## config.mk

```make
export PLATFORM = sky130hd
export DESIGN_NAME = game_collision_detector
export DESIGN_NICKNAME = d
export VERILOG_FILES = /design/src/rtl/game_collision_detector.sv
export SDC_FILE = /design/constraint.sdc
export NUM_CORES = 1
export LEC_CHECK = 0
export ABC_AREA = 1
export CORE_MARGIN = 2
export CORE_UTILIZATION = 59
export DETAILED_ROUTE_END_ITERATION = 6
export HOLD_SLACK_MARGIN = 0.15
export PLACE_DENSITY = 0.83
export SETUP_SLACK_MARGIN = 0.4
export SKIP_LAST_GASP = 1
export SLEW_MARGIN = 10
export SYNTH_ARGS = -nofsm -noshare
export SYNTH_HDL_FRONTEND = slang
export SYNTH_SLANG_ARGS = --single-unit
```

## constraint.sdc

```tcl
create_clock -name clk -period 2.5 [get_ports clk]
set_input_delay 0.25 -clock clk [delete_from_list [all_inputs] [get_ports clk]]
set_output_delay 0.25 -clock clk [all_outputs]
set_load 0.01 [all_outputs]
```

## src/rtl/game_collision_detector.sv

```systemverilog
// Per-frame sprite overlap counter feeding registered collision flags to the game FSM.
// Optional sticky/clear behaviour: define GAME_COLLISION_STICKY_EN.
module game_collision_detector #(
  parameter int MIN_OVERLAP_PIXELS = 4,
  parameter bit VSYNC_ACTIVE_LOW   = 1'b1
) (
  input  logic       clk,
  input  logic       rst,
  input  logic       enable,
  input  logic       vsync,
  input  logic       display_on,
  input  logic       target_1_rgb_en,
  input  logic       target_2_rgb_en,
  input  logic       target_3_rgb_en,
  input  logic       spaceship_rgb_en,
  input  logic       bullet_rgb_en,
  input  logic       clear,
  output logic       collision,
  output logic       collision_bullet,
  output logic [2:0] hit_mask,
  output logic       frame_done
);

  localparam int CW = $clog2(MIN_OVERLAP_PIXELS + 1);
  localparam logic [CW-1:0] CMAX = CW'(MIN_OVERLAP_PIXELS);

  typedef enum logic [1:0] {
    WAIT_FRAME,
    ACCUM,
    REPORT
  } state_t;

  state_t state, state_nxt;

  logic vs_act, vs_q, boundary;
  logic cnt_clr, cnt_en, load;
  logic [2:0] tgt;
  logic [5:0] ovl, hit;
  logic [CW-1:0] cnt [6];

  assign vs_act   = VSYNC_ACTIVE_LOW ? ~vsync : vsync;
  assign boundary = vs_act & ~vs_q;

  assign tgt = {target_3_rgb_en, target_2_rgb_en, target_1_rgb_en};
  // [2:0] spaceship vs targets, [5:3] bullet vs targets
  assign ovl = {{3{display_on & bullet_rgb_en}} & tgt,
                {3{display_on & spaceship_rgb_en}} & tgt};

  always_comb begin
    hit = '0;
    for (int i = 0; i < 6; i++)
      hit[i] = (cnt[i] == CMAX);
  end

  always_ff @(posedge clk or posedge rst) begin
    if (rst) begin
      vs_q  <= 1'b0;
      state <= WAIT_FRAME;
    end else begin
      vs_q  <= vs_act;
      state <= state_nxt;
    end
  end

  always_comb begin
    state_nxt = state;
    cnt_clr   = 1'b0;
    cnt_en    = 1'b0;
    load      = 1'b0;
    case (state)
      WAIT_FRAME: begin
        cnt_clr = 1'b1;
        if (boundary) state_nxt = ACCUM;
      end
      ACCUM: begin
        cnt_clr = ~enable;
        cnt_en  = enable;
        if (boundary) state_nxt = REPORT;
      end
      REPORT: begin
        cnt_clr   = 1'b1;
        load      = 1'b1;
        state_nxt = ACCUM;
      end
      default: state_nxt = WAIT_FRAME;
    endcase
  end

  always_ff @(posedge clk or posedge rst) begin
    if (rst) begin
      for (int i = 0; i < 6; i++)
        cnt[i] <= '0;
    end else begin
      for (int i = 0; i < 6; i++) begin
        if (cnt_clr)
          cnt[i] <= '0;
        else if (cnt_en && ovl[i] && cnt[i] != CMAX)
          cnt[i] <= cnt[i] + 1'b1;
      end
    end
  end

  logic [2:0] mask_new, mask_hold;
  logic       coll_new, coll_hold;

`ifdef GAME_COLLISION_STICKY_EN
  // clear drops only the old values; a coincident report still lands
  assign mask_hold = hit_mask & {3{~clear}};
  assign coll_hold = collision & ~clear;
  assign mask_new  = hit[5:3] | mask_hold;
  assign coll_new  = (|hit[2:0]) | coll_hold;
`else
  logic unused_clear;
  assign unused_clear = clear;
  assign mask_hold = hit_mask;
  assign coll_hold = collision;
  assign mask_new  = hit[5:3];
  assign coll_new  = |hit[2:0];
`endif

  always_ff @(posedge clk or posedge rst) begin
    if (rst) begin
      collision        <= 1'b0;
      collision_bullet <= 1'b0;
      hit_mask         <= '0;
      frame_done       <= 1'b0;
    end else begin
      frame_done <= load;
      if (load) begin
        collision        <= enable & coll_new;
        hit_mask         <= mask_new & {3{enable}};
        collision_bullet <= enable & (|mask_new);
      end else begin
        collision        <= coll_hold;
        hit_mask         <= mask_hold;
        collision_bullet <= |mask_hold;
      end
    end
  end

endmodule

```

==> impl_metrics.toml, run 1 <==
[placement]
gp_congestion = 0.807
io_buffers = 15
dp_cells = 226
dp_slack_ps = 830
place_hpwl_um = 2090
dpl_cell_area_um2 = 1650

[yosys]
ys_seq_area_frac = 0.460
yosysTopAreaCell = "dfrtp_1"
netlist.area_leader.share = 0.460
synth-compound-area-share = 0.0239
synth_top_family_by_area = "simple AND/OR/NAND/NOR gates"
ys_ff_latch = 27
synth.area.top_cells = "dfrtp_1 46%, nand2_1 11%, nand3_1 11%"
synthAdderAreaFrac = 0.102
syn_inst = 182
ys_warn_count = 0
syn_avg_cell_area_um2 = 8.07
synth_cell_types = 13
synthesis.area_um2 = 1470
muxShareOfSynthArea = 0
post_synth_xor_area_fraction = 0.0179
synth_fp_nets = 205
synthSimpleGateAreaFrac = 0.319

[power]
p_leak_nw = 0.914
power_density_nw_per_um2 = 565
peakVddDrop_v = 0.000536

[route]
wl_per_cell_um = 12.2
viasPerCell = 5.25
dr.pass1.iters = 4
drt-initial-drc-count = 18
drc_errors = 0
ant_nets = 0
wirelength_um = 2810
via_count = 1208

[layout]
design_area_um2 = 1670
fin_nets = 224
fin_cells = 230
area_growth_pct = 13.9
drive_gt1_frac = 0.0300
n_antenna_cell = 0

[critical_path]
crit_type = "reg -> out"
endpoint_kind = "output port"
required_ps = 2250
cp_top_family = "buffers and inverters"
startpoint_type = "flop"
critical_path.slowest_cell = "clkdlybuf4s50_1"
cp_max_fo = 3
worstPathArrival_ps = 1290
crit_chain = "clkdlybuf4s50_1"
crit_buf_inv = 1
slowest_delay_ps = 560
reg2reg_slack_ps = 1030

[floorplanning]
num_rows = 18
ioPinCount = 17
die_w_um = 53.9
die_area_um2 = 2900
fp.coreArea_um2 = 2410
die_h_um = 53.9
initial_core_util = 0.610

[clocking]
clk-insertion-delay-late_ps = 340
post_cts_buffers = 0
clock-sinks = 27
cts_buffers = 3
cts_root_buf = "clkbuf_4"
clk_pin_slew_worst_paths_ps = 150
ctsResizeCount = 0
clk_path_buf_depth = 2
cts_htree_levels = 1
cts_hold_buf = 0
cts_tree = "yes"

[timing]
finalHoldViolCount = 0
setup_violations = 0
fin_crit_ps = 1540
worstMarginPinSlew_ps = 532
fmax_mhz = 651
post-route-period-util = 0.615
relSlewSlack = 0.644
setup_tns_ps = 0
rsz0062_at_grt = "false"
finalClockSkew_ps = 5.75
final_max_slew_viol_count = 0
setup_ws_ps = 963

[global_routing]
grt_max_degree = 28
grt_pass1_vias = 1138
grt_pass1_wl_um = 4620
grt_usage = 0.221
grt_overflow = 0
antenna_found_initial = 0

[hold_path]
min_path_type = "in -> async"

[flow_run]
cap_viol_max_count = 0

[run_status]
status = "finished clean"
worst reg2reg max path, stage by stage (launching register included):
cell     delay, ps
dfrtp_1        400
inv_1           80
ha_1           210
nand2_1        110
nand2_1         60
nor2_1         220
nand2_1        150
nand3_1        100
nand2_1         60
cell usage in the layout, fill, tap and decap left out:
master and count:
nand3_1 33, clkdlybuf4s50_1 15, ha_1 12, nor2_1 18, nor2_4 1, nand4_1 8
xor2_1 3, dfrtp_1 27, o21ai_0 7, inv_1 25, nand2_1 44, nor3_1 2
clkinv_2 1, buf_4 1, clkbuf_4 3
logic make-up (layout without fill, tap and decap cells):
group | Yosys count | in the layout
fa+ha+maj | 12 | 12
buf+inv | 27 | 45
compound gates | 7 | 7
xor+xnor | 3 | 3
simple gates | 106 | 106
flops | 27 | 27
stage by stage:
step	total power, mW	hold slack (ps)	util
global placement	0.749	413	0.683
CTS	0.951	259	0.694
global route	1.00	302	0.694
detailed placement	0.759	422	0.683
floorplan	0.671	303	-
finish	0.945	248	0.694
layout make-up:
type                    count  area (um^2)
well taps                  30         37.5
fillers                   195          737
flip-flops and latches     27          676
repair buffers             16          158
inverters                  25         93.8
clock inverters             1         5.00
clock buffers               3         22.5
multi-input cells         128          681
report_power, final:
group | switching (mW) | total (mW) | internal (mW)
registers | 0.0280 | 0.506 | 0.478
clock network | 0.135 | 0.195 | 0.0603
logic | 0.150 | 0.244 | 0.0949
total | 0.312 | 0.945 | 0.633
synth_stat cells (all sizes together):
cell type	count
nand4	8
nor3	2
o21ai	7
ha	12
nor2	19
nand2	44
inv	25
nand3	33
dfrtp	27
xor2	3
buf	2
routing by layer:
metal,track usage,vias to the layer above,share of wire
met4,0.0940,0,0.016
li1,-,630,-
met5,0,-,0
met1,0.273,566,0.44
met3,0.0278,4,0.017
met2,0.386,8,0.53
sequential cells by signal (all words and copies together), names as in the netlist:
signal / count
cnt: 18
hit_mask: 3
state: 2
collision: 1
collision_bullet: 1
frame_done: 1
vs_q: 1
final timing paths:
check | start | to | depth (start not counted)
max | hit_mask[0]$_DFFE_PP0P_ | hit_mask[0] | 1
min in group clk | vs_q$_DFF_PP0_ | state[1]$_DFFE_PP0P_ | 1
max in group asynchronous | rst | cnt[3]$_DFFE_PP0P_ | 3
max reg2reg | cnt[6]$_DFFE_PP0P_ | cnt[7]$_DFFE_PP0P_ | 8
min reg2reg | vs_q$_DFF_PP0_ | state[1]$_DFFE_PP0P_ | 1
min | rst | cnt[1]$_DFFE_PP0P_ | 3
No activity file was read; power rests on OpenSTA's default activity.
==> inputs of run 2 (changes only) <==
--- a/config.mk
+++ b/config.mk
@@ -7,10 +7,10 @@
 export LEC_CHECK = 0
 export ABC_AREA = 1
 export CORE_MARGIN = 2
-export CORE_UTILIZATION = 59
+export CORE_UTILIZATION = 49
 export DETAILED_ROUTE_END_ITERATION = 6
 export HOLD_SLACK_MARGIN = 0.15
-export PLACE_DENSITY = 0.83
+export PLACE_DENSITY = 0.74
 export SETUP_SLACK_MARGIN = 0.4
 export SKIP_LAST_GASP = 1
 export SLEW_MARGIN = 10
==> constraint.sdc (replaced) <==
create_clock -name clk -period 1.3 [get_ports clk]
set_input_delay 0.13 -clock clk [delete_from_list [all_inputs] [get_ports clk]]
set_output_delay 0.13 -clock clk [all_outputs]
set_load 0.01 [all_outputs]
==> run 2 against run 1 <==
  * Utilization is 11 points higher
  * Non-clock buffer count up 32
  * Global-route usage rose by 0.24 points
  * Critical path depth rose by 7
  * Flip-flop and latch count unchanged
  * Routed wire length increased by 37%
  * Sequential power up 96%
  * Combinational power increased to 3.5 times the previous value
  * Design area increased by 35%
  * Sequential share of layout area is 10 points lower
  * First-iteration DRC count grew to 3.1 times the previous value
  * Cell count is 14% higher
  * Highest routed layer unchanged
==> impl_metrics.toml, run 2 (same netlist as run 1, synthesis figures left out) <==
[clocking]
clk_path_buf_depth = 2
cts_tree = "yes"
cts_hold_buf = 0
cts_htree_levels = 1
clk-insertion-delay-late_ps = 330
clk_pin_slew_worst_paths_ps = 150
clock-sinks = 27
cts_root_buf = "clkbuf_4"
cts_buffers = 3

[critical_path]
startpoint_type = "flop"
crit_type = "reg -> reg"
worstPathArrival_ps = 1460
reg2reg_slack_ps = 80
cp_max_fo = 4
required_ps = 1540
r2r_end = "cnt[11]$_DFFE_PP0P_"
reg2reg_depth = 8
endpoint_kind = "flop"
r2r-start = "cnt[10]$_DFFE_PP0P_"

[global_routing]
grt_max_degree = 28
antenna_found_initial = 0
grt_pass1_wl_um = 5880
grt_usage = 0.224
grt_overflow = 0
grt_pass1_vias = 1443

[layout]
drive_gt1_frac = 0.496
nFillCells = 175
n_antenna_cell = 0
top_register = "cnt"
multi_input_area_um2 = 1010
fin_cells = 263
fin_util = 0.804
layout_commonest_cell = "nand2_1"
largest_reg_flops = 18
reg_top3 = "cnt (18), hit_mask (3), state (2)"
final_cell_mix = "28 x nand2_1, 27 x buf_4, 26 x dfrtp_1, 17 x nand3_2, 15 x nand3_1"
seqCellArea_um2 = 677
area_growth_pct = 53.5
fin_nets = 256

[power]
total_power_mw = 2.21
seq_power_share = 0.450
peakVddDrop_v = 0.000816
p_sw_mw = 0.806
power.internal_mw = 1.40
clkPwrFrac = 0.167
power_density_nw_per_um2 = 979
p_comb_frac = 0.382
swShare = 0.365
p_leak_nw = 1.14

[route]
wl_per_cell_um = 14.6
ant_nets = 0
viasPerCell = 5.38
via_count = 1415
drt-initial-drc-count = 56
wirelength_um = 3850
dr.pass1.iters = 4
drc_errors = 0

[timing]
whs_ps = 156
setup_violations = 0
relSlewSlack = 0.745
finalClockSkew_ps = 6.66
setup_tns_ps = 0
fin_crit_ps = 1220
rsz0062_at_grt = "true"
worstMarginPinSlew_ps = 381
finalHoldViolCount = 0
final_max_slew_viol_count = 0
fmax_mhz = 817
post-route-period-util = 0.942

[floorplanning]
ioPinCount = 17
fp.coreArea_um2 = 2810
die_w_um = 58.8
initial_core_util = 0.524
num_rows = 19
die_h_um = 58.8
die_area_um2 = 3450

[flow_run]
cap_viol_max_count = 0

[placement]
dp_cells = 235
io_buffers = 15
place_hpwl_um = 2360
gp_congestion = 0.809

[hold_path]
min_path_type = "in -> async"

[run_status]
status = "finished clean"
## run 2: cell types whose count changed in the layout (fill, tap and decap cells not counted), sizes merged
cell,previous run,this run
buf,1,39
clkdlybuf4s50,15,9
## run 2: layer usage
| metal | global-route usage | vias to the layer above | share of wire |
|---|---|---|---|
| li1 | - | 691 | - |
| met1 | 0.260 | 697 | 0.42 |
| met2 | 0.408 | 21 | 0.55 |
| met3 | 0.0286 | 6 | 0.019 |
| met4 | 0.0974 | 0 | 0.017 |
| met5 | 0 | - | 0 |
## run 2: worst max path at each step
stage / start / end / slack, ps
floorplan: cnt[6]$_DFFE_PP0P_ / cnt[8]$_DFFE_PP0P_ / 160
global placement: enable / cnt[11]$_DFFE_PP0P_ / -90
detailed placement: enable / cnt[9]$_DFFE_PP0P_ / -150
CTS: collision$_DFFE_PP0P_ / collision / 110
global route: cnt[10]$_DFFE_PP0P_ / cnt[9]$_DFFE_PP0P_ / 20
finish: cnt[10]$_DFFE_PP0P_ / cnt[11]$_DFFE_PP0P_ / 80
## run 2: worst max-delay path: stages, from the launching register on
cell	delay [ps]
dfrtp_1	440
inv_2	70
ha_4	160
nand2_2	60
inv_2	50
nor2_4	120
nand2_2	100
nand3_2	80
nand2_1	50
## run 2: cell type report
| cell class | instances | share of cell area |
|---|---|---|
| Multi-Input combinational cell | 128 | 0.449 |
| Sequential cell | 27 | 0.300 |
| Timing Repair Buffer | 48 | 0.180 |
| Inverter | 25 | 0.0416 |
| Tap cell | 31 | 0.0172 |
| Clock buffer | 3 | 0.00999 |
| Clock inverter | 1 | 0.00222 |
## run 2: power groups by stage
stage	Sequential [mW]	Combinational (mW)	Clock, mW
detailed placement	1.01	0.639	0
CTS	0.986	0.718	0.386
finish	0.994	0.844	0.369
floorplan	1.02	0.349	0
global route	1.00	0.906	0.403
global placement	1.00	0.630	0
## run 2: stage by stage
stage          area [um^2]  setup slack (ps)
6_report              2250              75.8
4_1_cts               2120               114
5_1_grt               2250              22.0
3_5_place_dp          1830              -155
3_3_place_gp          1830             -93.1
2_1_floorplan         1580               165
## run 2: what timing repair did
item | in CTS | in global routing
buffers inserted | 20 | 4
pin swaps | 14 | 12
endpoints found under the setup margin | 30 | 31
gates resized for setup | 63 | 29
==> inputs of run 3 (changes only) <==
--- a/config.mk
+++ b/config.mk
@@ -6,6 +6,7 @@
 export NUM_CORES = 1
 export LEC_CHECK = 0
 export ABC_AREA = 1
+export ABC_CLOCK_PERIOD_IN_PS = 1300
 export CORE_MARGIN = 2
 export CORE_UTILIZATION = 49
 export DETAILED_ROUTE_END_ITERATION = 6
==> results of run 3 <==
The final DEF is identical to that of run 2; final timing and power are the same.
